File: config.mk
export PLATFORM = sky130hd
export DESIGN_NAME = led_command_parser
export DESIGN_NICKNAME = d
export VERILOG_FILES = /design/src/rtl/led_protocol_defs_pkg.sv /design/src/rtl/edge_synchroniser.sv /design/src/rtl/led_command_parser.sv
export SDC_FILE = /design/constraint.sdc
export NUM_CORES = 1
export LEC_CHECK = 0
export CORE_ASPECT_RATIO = 1.75
export CORE_MARGIN = 3
export CORE_UTILIZATION = 45
export CTS_BUF_LIST = sky130_fd_sc_hd__clkbuf_8
export CTS_CLUSTER_SIZE = 12
export DETAILED_ROUTE_END_ITERATION = 16
export PLACE_DENSITY = 0.67
export SLEW_MARGIN = 30
export SYNTH_ARGS = -nofsm -noshare
export SYNTH_HDL_FRONTEND = slang
export SYNTH_HIERARCHICAL = 1
export SYNTH_SLANG_ARGS = --single-unit
File: constraint.sdc
create_clock -name clock_12mhz -period 3.8 [get_ports clock_12mhz]
set_input_delay 0.76 -clock clock_12mhz [delete_from_list [all_inputs] [get_ports clock_12mhz]]
set_output_delay 0.76 -clock clock_12mhz [all_outputs]
set_load 0.03 [all_outputs]
File: src/rtl/led_protocol_defs_pkg.sv
// Shared protocol definitions for the LED command parser: command byte codes,
// decoded command kinds and the parser state encoding.
package led_protocol_defs_pkg;

  localparam logic [7:0] CMD_SET_LED = 8'h01;
  localparam logic [7:0] CMD_FILL    = 8'h02;
  localparam logic [7:0] CMD_STREAM  = 8'h03;

  typedef enum logic [1:0] {
    KIND_NONE,
    KIND_SET_LED,
    KIND_FILL,
    KIND_STREAM
  } cmdKind_t;

  typedef enum logic [3:0] {
    ST_IDLE    = 4'd0,
    ST_COMMAND = 4'd1,
    ST_ADDR_HI = 4'd2,
    ST_ADDR_LO = 4'd3,
    ST_COUNT   = 4'd4,
    ST_DATA    = 4'd5,
    ST_WRITE   = 4'd6,
    ST_DONE    = 4'd7,
    ST_DISCARD = 4'd8
  } parserState_t;

  // Maps a command byte onto the kind of command it starts; unknown codes give KIND_NONE.
  function automatic cmdKind_t decodeCommand(input logic [7:0] code);
    cmdKind_t kind;
    case (code)
      CMD_SET_LED: kind = KIND_SET_LED;
      CMD_FILL:    kind = KIND_FILL;
      CMD_STREAM:  kind = KIND_STREAM;
      default:     kind = KIND_NONE;
    endcase
    return kind;
  endfunction

endpackage

File: src/rtl/edge_synchroniser.sv
// Multi-flop synchroniser for an asynchronous level, with one-cycle pulses on
// the rising and falling edges of the synchronised value. Usable for any
// handshake line such as RTS or DTR.
module edge_synchroniser #(
  parameter int   STAGES      = 2,
  parameter logic RESET_VALUE = 1'b1
) (
  input  logic i_clock,
  input  logic i_reset,
  input  logic i_async,
  output logic o_rise,
  output logic o_fall
);

  logic [STAGES-1:0] r_sync;
  logic              r_previous;
  logic              w_synced;

  assign w_synced = r_sync[STAGES-1];

  // Shift the asynchronous input through the flop chain and remember the last synchronised level.
  always_ff @(posedge i_clock or posedge i_reset) begin
    if (i_reset) begin
      r_sync     <= {STAGES{RESET_VALUE}};
      r_previous <= RESET_VALUE;
    end else begin
      r_sync     <= (r_sync << 1) | STAGES'(i_async);
      r_previous <= w_synced;
    end
  end

  assign o_rise = w_synced & ~r_previous;
  assign o_fall = ~w_synced & r_previous;

endmodule

File: src/rtl/led_command_parser.sv
// LED command parser: turns UART bytes, framed by slave_select, into write
// strobes for the LED frame buffer. Supports single-LED, fill-range and
// streaming commands with write backpressure and a sticky error flag.
module led_command_parser
  import led_protocol_defs_pkg::*;
#(
  parameter int ADDRESS_WIDTH = 9,
  parameter int DATA_BYTES    = 3,
  parameter int SYNC_STAGES   = 2
) (
  input  logic                     clock_12mhz,
  input  logic                     reset,
  input  logic [7:0]               rx_data,
  input  logic                     rx_data_ready,
  input  logic                     slave_select,
  input  logic                     write_ready,
  output logic                     perform_write,
  output logic [ADDRESS_WIDTH-1:0] write_address,
  output logic [8*DATA_BYTES-1:0]  write_data,
  output logic                     busy,
  output logic                     error
);

  localparam int DATA_WIDTH  = 8 * DATA_BYTES;
  localparam int COUNT_WIDTH = (DATA_BYTES > 1) ? $clog2(DATA_BYTES) : 1;
  localparam logic [COUNT_WIDTH-1:0] LAST_BYTE = COUNT_WIDTH'(DATA_BYTES - 1);

  parserState_t             r_state;
  parserState_t             w_nextState;
  cmdKind_t                 r_command;
  cmdKind_t                 w_commandKind;
  logic [7:0]               r_addrHi;
  logic [7:0]               r_remaining;
  logic [COUNT_WIDTH-1:0]   r_byteCount;
  logic [ADDRESS_WIDTH-1:0] r_address;
  logic [DATA_WIDTH-1:0]    r_data;
  logic                     r_error;
  logic                     w_ssRise;
  logic                     w_ssFall;
  logic                     w_byteValid;
  logic                     w_lastByte;
  logic                     w_writeAccepted;

  edge_synchroniser #(
    .STAGES      (SYNC_STAGES),
    .RESET_VALUE (1'b1)
  ) u_ssSync (
    .i_clock (clock_12mhz),
    .i_reset (reset),
    .i_async (slave_select),
    .o_rise  (w_ssRise),
    .o_fall  (w_ssFall)
  );

  // A byte arriving together with an abort is ignored entirely.
  assign w_byteValid     = rx_data_ready & ~w_ssRise;
  assign w_lastByte      = (r_byteCount == LAST_BYTE);
  assign w_commandKind   = decodeCommand(rx_data);
  assign w_writeAccepted = (r_state == ST_WRITE) & write_ready;

  // State register.
  always_ff @(posedge clock_12mhz or posedge reset) begin
    if (reset) begin
      r_state <= ST_IDLE;
    end else begin
      r_state <= w_nextState;
    end
  end

  // Next-state decode; an abort from slave_select overrides every other transition.
  always_comb begin
    w_nextState = r_state;
    if (w_ssRise) begin
      w_nextState = ST_IDLE;
    end else begin
      case (r_state)
        ST_IDLE: begin
          if (w_ssFall) w_nextState = ST_COMMAND;
        end
        ST_COMMAND: begin
          if (w_byteValid) begin
            w_nextState = (w_commandKind == KIND_NONE) ? ST_DISCARD : ST_ADDR_HI;
          end
        end
        ST_ADDR_HI: begin
          if (w_byteValid) w_nextState = ST_ADDR_LO;
        end
        ST_ADDR_LO: begin
          if (w_byteValid) w_nextState = (r_command == KIND_FILL) ? ST_COUNT : ST_DATA;
        end
        ST_COUNT: begin
          if (w_byteValid) w_nextState = ST_DATA;
        end
        ST_DATA: begin
          if (w_byteValid && w_lastByte) begin
            if (r_command == KIND_FILL && r_remaining == 8'd0) begin
              w_nextState = ST_DONE;
            end else begin
              w_nextState = ST_WRITE;
            end
          end
        end
        ST_WRITE: begin
          if (write_ready) begin
            case (r_command)
              KIND_FILL:   w_nextState = (r_remaining == 8'd1) ? ST_DONE : ST_WRITE;
              KIND_STREAM: w_nextState = ST_DATA;
              default:     w_nextState = ST_DONE;
            endcase
          end
        end
        ST_DONE:    w_nextState = ST_DONE;
        ST_DISCARD: w_nextState = ST_DISCARD;
        default:    w_nextState = ST_IDLE;
      endcase
    end
  end

  // Outputs that follow directly from the current state.
  always_comb begin
    perform_write = (r_state == ST_WRITE);
    busy          = (r_state != ST_IDLE);
  end

  // Datapath: captures command, address, count and colour bytes, advances the address and tracks errors.
  always_ff @(posedge clock_12mhz or posedge reset) begin
    if (reset) begin
      r_command   <= KIND_NONE;
      r_addrHi    <= 8'd0;
      r_remaining <= 8'd0;
      r_byteCount <= '0;
      r_address   <= '0;
      r_data      <= '0;
      r_error     <= 1'b0;
    end else begin
      if (w_ssFall) begin
        r_error     <= 1'b0;
        r_byteCount <= '0;
      end
      case (r_state)
        ST_COMMAND: begin
          if (w_byteValid) begin
            r_command <= w_commandKind;
            if (w_commandKind == KIND_NONE) r_error <= 1'b1;
          end
        end
        ST_ADDR_HI: begin
          if (w_byteValid) r_addrHi <= rx_data;
        end
        ST_ADDR_LO: begin
          if (w_byteValid) begin
            r_address   <= ADDRESS_WIDTH'({r_addrHi, rx_data});
            r_byteCount <= '0;
          end
        end
        ST_COUNT: begin
          if (w_byteValid) r_remaining <= rx_data;
        end
        ST_DATA: begin
          if (w_byteValid) begin
            r_data      <= (r_data << 8) | DATA_WIDTH'(rx_data);
            r_byteCount <= w_lastByte ? '0 : r_byteCount + COUNT_WIDTH'(1);
          end
        end
        ST_WRITE: begin
          if (w_byteValid) r_error <= 1'b1;
          if (w_writeAccepted) begin
            r_address <= r_address + ADDRESS_WIDTH'(1);
            if (r_command == KIND_FILL) r_remaining <= r_remaining - 8'd1;
          end
        end
        ST_DONE: begin
          if (w_byteValid) r_error <= 1'b1;
        end
        default: begin
        end
      endcase
    end
  end

  assign write_address = r_address;
  assign write_data    = r_data;
  assign error         = r_error;

endmodule

# Word level (Yosys, flattened, before mapping)
# Cells that the tools add are included.
[totals]
n_memories = 0
wordCells = 95
ram_bits = 0
latch_bits = 0
out_inout_bits = 36
register_bits = 54
input_bits = 13
rom_bits = 0
[classes]
add_sub_neg = 3
order_cmp = 0
n_shift = 0
bitwise_logic = 9
eq_ne = 26
n_div = 0
multipliers = 0
n_mux = 32
reduce_logical = 15
[op_table]
columns = ["op", "count"]
rows = [
  ["$mux W4", 9],
  ["$pmux W4 S9", 1],
  ["$mux W8", 3],
  ["$or A24 B8 Y24", 1],
  ["$mux W9", 2],
  ["$pmux W9 S2", 1],
  ["$eq A4 B3 Y1 const B", 4],
  ["$eq A8 B1 Y1 const B", 2],
  ["$eq A8 B2 Y1 const B", 2],
  ["$pmux W8 S2", 1],
  ["$ne A3 B3 Y1 const B", 5],
  ["$add A9 B1 Y9 const B", 1],
  ["$eq A4 B2 Y1 const B", 2],
  ["$logic_not A8 Y1", 1],
  ["$mux W2", 4],
  ["$pmux W2 S2", 2],
  ["$sub A8 B1 Y8 const B", 1],
  ["$mux W1", 7],
  ["$reduce_and A7 Y1", 1],
  ["$eq A2 B2 Y1 const B", 3],
  ["$ne A3 B2 Y1 const B", 2],
  ["$pmux W2 S3", 1],
  ["$reduce_and A2 Y1", 3],
  ["$and A1 B1 Y1", 4],
  ["other kinds (16)", 22],
]

# Logic depth before layout (Yosys ltp)
# Gate-level depths: netlist of run 1.
[logic_depth]
ltp_word = 8
ltp_mapped = 8
mapped_depth_nobuf = 7

# Cells and area by module
# The synthesis of run 1 kept the hierarchy.
[modules_own_cells]
columns = ["mod", "cells_per_inst", "instances", "area_per_inst_um2", "seq_area_each_um2"]
rows = [
  ["led_command_parser", 263, 1, 2687.6, 1276.2],
  ["edge_synchroniser", 6, 1, 97.6, 78.8],
]

# Least setup slack after synthesis of run 1
# Ideal clock, no wire load.
[synth_path]
path_type = "register to output"
from = "reg r_state[1]"
to = "out perform_write"
setup_slack_ps = 1878
arrival_time_ps = 1162
n_path_buf = 3
stages_incl_launch_ff = 6
cell_sequence = "dfrtp_1 -> buf_4 -> nand4bb_4 -> inv_2 -> buf_4 -> buf_2"
[synth_via]
elab_chain_cells = 1
[synth_lines]
columns = ["element", "line_no", "text"]
rows = [
  ["start, declared", "led_command_parser.sv:28", "parserState_t r_state;"],
  ["start signal, assigned", "led_command_parser.sv:66", "r_state <= w_nextState;"],
  ["$eq A4 B3 Y1", "led_command_parser.sv:121", "perform_write = (r_state == ST_WRITE);"],
  ["end, declared", "led_command_parser.sv:17", "output logic perform_write,"],
]
# No other way between the ends.

# Worst setup path after layout of run 1
[layout_path]
from = "reg r_state[3]"
to = "out perform_write"
# The elaborated chain is that of the path after synthesis.

==> results.yml, run 1 <==
cts:
  hold_buffers: 0
  cts_tree: "yes"
  cts-resized-gates: 0
  cts_buffers: 5
  cts.clk_slew.worst_paths_ns: 0.10
  cts_root_buf: "clkbuf_8"
  postCtsSetupRepairBufs: 0
  clockBufferDepth: 2
  insertion_delay_ns: 0.32
  cts-htree-levels: 2
  cts.sinks: 54
placed_design:
  dpl.cell_count: 383
  place_area_um2: 3280
  gp_congestion: 0.893
  hpwlAfterDp_um: 4720
  port_buffers: 48
worst_setup_path:
  cp_max_fo: 24
  cp-start-kind: "register"
  cp_top_family: "buffers and inverters"
  critPathRequiredTime_ns: 3.04
  cp_num_buf_inv: 2
  cp_slowest_cell: "clkdlybuf4s50_1"
  critPathMaxStageDelay_ns: 0.73
  cp-end-kind: "output port"
  crit_type: "reg -> out"
  crit_chain: "nand4bb_4 -> inv_2 -> clkdlybuf4s50_1"
  cp.arrival_ns: 2.44
timing:
  tns_ns: 0
  finalCriticalPeriod_ns: 3.20
  finalSetupViolCount: 0
  rsz0062_at_grt: "no"
  slew_viol_final: 0
  period_share_pct: 84.3
  finClkSkew_ns: 0.0100
  hold_viol_final: 0
  tightest_slew_ns: 0.787
  hold_slack_ns: 0.368
  relSlewSlack_pct: 47.1
  fmax_mhz: 312
route:
  detail_route.wirelength_um: 6370
  viasPerCell: 5.55
  post_drt_wl_per_cell_um: 16.3
  first_iter_violations: 186
  dr_total_vias: 2170
  drt_first_pass_iters: 4
  drc: 0
  ant_nets: 0
global_route:
  met3_usage_pct: 3.25
  use_met2_pct: 36.3
  grt_max_degree: 52
  grt_pass1_vias: 2190
  antenna_found_initial: 0
  grt_first_pass_wirelength_um: 10600
  grt.met1_usage_pct: 21.1
  grtUsageTotal_pct: 19.4
  overflow: 0
  busiest_layer: "met2"
synthesis:
  ys.flop_type: "dfrtp_1"
  async_reset_ff_share_pct: 100
  ys_warn_count: 6
  syn_area_um2: 2790
  postSynthCellCount: 269
  yosysMostFrequentCell: "dfrtp_1"
  synth_nets: 286
  yosysTopAreaCell: "dfrtp_1"
  synth.area.top_cells: "dfrtp_1 46%, mux2_2 11%, a21oi_1 3.8%"
  synth_edf_count: 0
  synth_commonest_cells: "51 x dfrtp_1, 27 x nand2_1, 26 x mux2_2, 21 x a21oi_1, 16 x nor2_1"
  yosysUniqueCellTypes: 51
  synth.avg_cell_area_um2: 10.4
  ys_seq_elements: 54
  yosysTopAreaCellShare_pct: 45.8
  yosysSeqAreaShare_pct: 48.7
hold_path:
  holdCritPathClass: "reg -> reg"
cells_and_area:
  fin_area_um2: 3400
  finalNetCount: 329
  antenna_cells: 0
  fin_cells: 391
  layout-drive-gt1-share_pct: 16.6
  fin_util_pct: 57.3
  syn2layout_area_growth_pct: 22.0
  n_fill_cell: 573
floorplanning:
  die-area_um2: 7210
  io_pins: 49
  die_y_um: 110
  die_w_um: 65.5
  num_rows: 37
  core_area_um2: 5930
  start_util_pct: 47.0
power_and_ir_drop:
  irDropWorstVdd_uv: 327
  p_leak_nw: 1.48
  powerDensity_nw_per_um2: 610
outcome:
  outcome: "completed"
flow_run:
  drv_cap: 0
-- flip-flops by register name, summed over array words and instances, names as in the netlist --
name / cells
error: 1
r_addrHi: 1
r_command: 2
write_data: 24
u_ssSync/r_sync: 2
r_remaining: 8
r_byteCount: 2
r_state: 4
u_ssSync/r_previous: 1
write_address: 9
-- report_power, final --
group / internal [mW] / switching (mW)
Sequential: 0.699 / 0.168
Clock: 0.201 / 0.202
Combinational: 0.346 / 0.456
-- cell usage in the layout, fill, tap and decap left out, types with 2 or more instances in the layout --
cell             count
o41ai_2              2
a31oi_1              5
dfrtp_1             51
clkbuf_8             5
and3_1               3
ha_1                 4
o22a_1               2
mux2i_1              3
mux2_2              26
or3_1                3
a22o_1               3
inv_6                2
nor4_1               4
dfstp_2              3
o22ai_1              3
o21ai_1              8
a41oi_1              2
nand2_1             27
inv_1                8
nor2_1              16
nand3_1              7
nor2b_1              3
a21oi_1             21
clkdlybuf4s50_1     48
nand2b_1             6
o21ai_0             13
or2_2                2
nor3_1               9
-- worst paths after layout --
check / start / endpoint / slack (ns) / depth (start not counted)
worst max-delay path: r_state[3] / perform_write / 0.60 / 3
max in group asynchronous: reset / r_remaining[3] / 2.48 / 2
worst min-delay path: u_ssSync/r_sync[0] / u_ssSync/r_sync[1] / 0.37 / 0
worst min register to register: u_ssSync/r_sync[0] / u_ssSync/r_sync[1] / 0.37 / 0
min in group asynchronous: reset / u_ssSync/r_previous / 0.86 / 2
worst max register to register: u_ssSync/r_sync[1] / write_data[16] / 1.53 / 4
-- layout make-up --
| cell class | count | area, um^2 | share of cell area, % |
|---|---|---|---|
| flip-flops and latches | 54 | 1360 | 39.9 |
| repair buffers | 49 | 488 | 14.4 |
| well taps | 78 | 97.6 | 2.87 |
| multi-input cells | 192 | 1300 | 38.3 |
| inverters | 10 | 40.0 | 1.18 |
| clock inverters | 3 | 47.5 | 1.40 |
| clock buffers | 5 | 68.8 | 2.03 |
-- routing by layer --
layer,routed length (um),vias up
met3,235,10
met2,3520,56
li1,-,1047
met1,2460,1057
met5,0,-
met4,151,0
-- cells by family after synthesis --
group | synth area share (%)
AOI/OAI and AO/OA | 15.5
xor gates and xnor gates | 0.315
adders and majority gates | 1.80
buffers and inverters | 4.67
DFF | 48.7
muxes | 11.6
and+or+nand+nor | 17.5
-- per-stage QoR --
step | power (mW) | worst slack (ns)
after global placement | 1.67 | 0.960
final | 2.07 | 0.597
after detailed placement | 1.68 | 0.944
after floorplan | 1.39 | 1.81
after CTS | 2.09 | 0.579
after global routing | 2.21 | 0.378
-- worst register-to-register path, delay by kind of cell, from the launching register on --
| family | cells | cell delay [ns] |
|---|---|---|
| AND/OR/NAND/NOR | 3 | 1.19 |
| flip-flops | 1 | 0.55 |
| multiplexers | 1 | 0.42 |
No activity file was read; power rests on OpenSTA's default activity.
==> run 2, diff against run 1 <==
--- a/config.mk
+++ b/config.mk
@@ -11,7 +11,7 @@
 export CTS_BUF_LIST = sky130_fd_sc_hd__clkbuf_8
 export CTS_CLUSTER_SIZE = 12
 export DETAILED_ROUTE_END_ITERATION = 16
-export PLACE_DENSITY = 0.67
+export PLACE_DENSITY = 0.7
 export SLEW_MARGIN = 30
 export SYNTH_ARGS = -nofsm -noshare
 export SYNTH_HDL_FRONTEND = slang
==> constraint.sdc (replaced) <==
create_clock -name clock_12mhz -period 2.8 [get_ports clock_12mhz]
set_input_delay 0.56 -clock clock_12mhz [delete_from_list [all_inputs] [get_ports clock_12mhz]]
set_output_delay 0.56 -clock clock_12mhz [all_outputs]
set_load 0.03 [all_outputs]
==> run 2 against run 1 <==
Worst setup slack worse by 0.33 ns. Core utilization is 0.30 points higher. Count of clock-buffer cells in the layout is 1 higher. First-iteration DRC count is 40% lower. Highest routed layer unchanged.
==> results.yml, run 2 (synthesis results as in run 1) <==
worst_setup_path:
  cp_max_fo: 13
  rr_worst_depth: 4
  r2r_start: "r_state[3]"
  r2r_slack_ns: 0.73
  cp.arrival_ns: 1.97
  cp-start-kind: "register"
  cp-end-kind: "output port"
  critPathRequiredTime_ns: 2.24
  r2r-end: "write_data[20]"
  crit_type: "reg -> out"
placed_design:
  dpl.cell_count: 388
  port_buffers: 48
  pre_cts_ws_ns: 0.444
  hpwlAfterDp_um: 4620
  gp_congestion: 0.786
route:
  post_drt_wl_per_cell_um: 15.8
  drc: 0
  first_iter_violations: 112
  viasPerCell: 5.56
  drt_first_pass_iters: 4
  detail_route.wirelength_um: 6250
  dr_total_vias: 2200
  ant_nets: 0
timing:
  finalCriticalPeriod_ns: 2.53
  tightest_slew_ns: 0.849
  rsz0062_at_grt: "no"
  fin_ws_ns: 0.266
  finalSetupViolCount: 0
  fmax_mhz: 395
  period_share_pct: 90.5
  slew_viol_final: 0
  hold_slack_ns: 0.362
  tns_ns: 0
  finClkSkew_ns: 0.00528
  relSlewSlack_pct: 42.9
  hold_viol_final: 0
global_route:
  grt_first_pass_wirelength_um: 10200
  met3_usage_pct: 2.84
  busiest_layer: "met2"
  use_met2_pct: 34.2
  grt_pass1_vias: 2105
  grt_max_degree: 52
  overflow: 0
  grt.met1_usage_pct: 21.1
  grtUsageTotal_pct: 18.3
  antenna_found_initial: 0
cts:
  cts_buffers: 5
  insertion_delay_ns: 0.31
  cts_tree: "yes"
  cts.sinks: 54
  cts-htree-levels: 2
  cts_root_buf: "clkbuf_8"
  postCtsSetupRepairBufs: 0
  cts.clk_slew.worst_paths_ns: 0.10
  hold_buffers: 0
  cts-resized-gates: 0
  clockBufferDepth: 2
cells_and_area:
  antenna_cells: 0
  most-common-layout-cells: "51 x dfrtp_1, 48 x clkdlybuf4s50_1, 27 x nand2_1"
  n_fill_cell: 572
  final_common_cell: "dfrtp_1"
  syn2layout_area_growth_pct: 22.6
  fin_cells: 396
  largest_reg_flops: 24
  finalNetCount: 334
  layout-drive-gt1-share_pct: 17.9
hold_path:
  worstHoldStart: "u_ssSync/r_sync[0]"
  holdCritPathClass: "reg -> reg"
  holdPathEnd: "u_ssSync/r_sync[1]"
  whs_path_depth: 0
power_and_ir_drop:
  p_leak_nw: 1.49
  powerDensity_nw_per_um2: 802
  irDropWorstVdd_uv: 419
outcome:
  outcome: "completed"
floorplanning:
  die_w_um: 65.5
  start_util_pct: 47.0
  num_rows: 37
  die-area_um2: 7210
  die_y_um: 110
  io_pins: 49
  core_area_um2: 5930
flow_run:
  drv_cap: 0
[run 2: cell types whose count changed in the layout (fill, tap and decap cells not counted), sizes merged]
cell / change
buf: +5
bufinv: -1
clkbuf: +1
clkinvlp: +1
inv: -1
[run 2: critical path, cell delays in order, from the launching register on]
cell and delay (ns):
dfrtp_1 0.56, nand4bb_4 0.33, inv_2 0.10, clkdlybuf4s50_1 0.67
[run 2: area by class of cell]
| cell class | instances | area, um^2 | area share (%) |
|---|---|---|---|
| Clock inverter | 2 | 16.3 | 0.476 |
| Inverter | 10 | 37.5 | 1.10 |
| Timing Repair Buffer | 54 | 526 | 15.4 |
| Multi-Input combinational cell | 192 | 1300 | 38.1 |
| Sequential cell | 54 | 1360 | 39.7 |
| Tap cell | 78 | 97.6 | 2.86 |
| Clock buffer | 6 | 82.6 | 2.42 |
[run 2: how the worst max path moves through the flow]
stage,start,to,slack (ns)
5_1_grt,r_state[3],perform_write,0.22
6_report,r_state[3],perform_write,0.27
2_1_floorplan,u_ssSync/r_sync[1],write_address[8],0.88
4_1_cts,r_state[3],perform_write,0.28
3_3_place_gp,rx_data[7],r_state[1],0.46
3_5_place_dp,rx_data[7],r_state[1],0.44
[run 2: per-stage QoR]
stage	utilization, %	area, um^2	power [mW]
5_1_grt	57.6	3410	2.93
3_5_place_dp	56.0	3320	2.29
2_1_floorplan	-	2790	1.89
4_1_cts	57.6	3410	2.76
6_report	57.6	3410	2.74
3_3_place_gp	56.0	3320	2.26
[run 2: report_power, final]
| part | leakage [nW] | internal, mW | switching [mW] |
|---|---|---|---|
| Clock | 0.0478 | 0.204 | 0.265 |
| Sequential | 0.713 | 0.948 | 0.241 |
| Combinational | 0.734 | 0.474 | 0.607 |
[run 2: metal layers]
metal	share of wire, %	routed length, um	vias up
li1	-	-	1056
met1	39	2420	1084
met2	56	3530	54
met3	3.5	219	6
met4	1.4	87	0
met5	0	0	-
==> run 3, diff against run 2 <==
--- a/config.mk
+++ b/config.mk
@@ -9,6 +9,7 @@
 export CORE_MARGIN = 3
 export CORE_UTILIZATION = 45
 export CTS_BUF_LIST = sky130_fd_sc_hd__clkbuf_8
+export CTS_CLUSTER_DIAMETER = 40
 export CTS_CLUSTER_SIZE = 12
 export DETAILED_ROUTE_END_ITERATION = 16
 export PLACE_DENSITY = 0.7
==> results of run 3 <==
No change in the layout: final DEF, timing and power equal those of run 2.
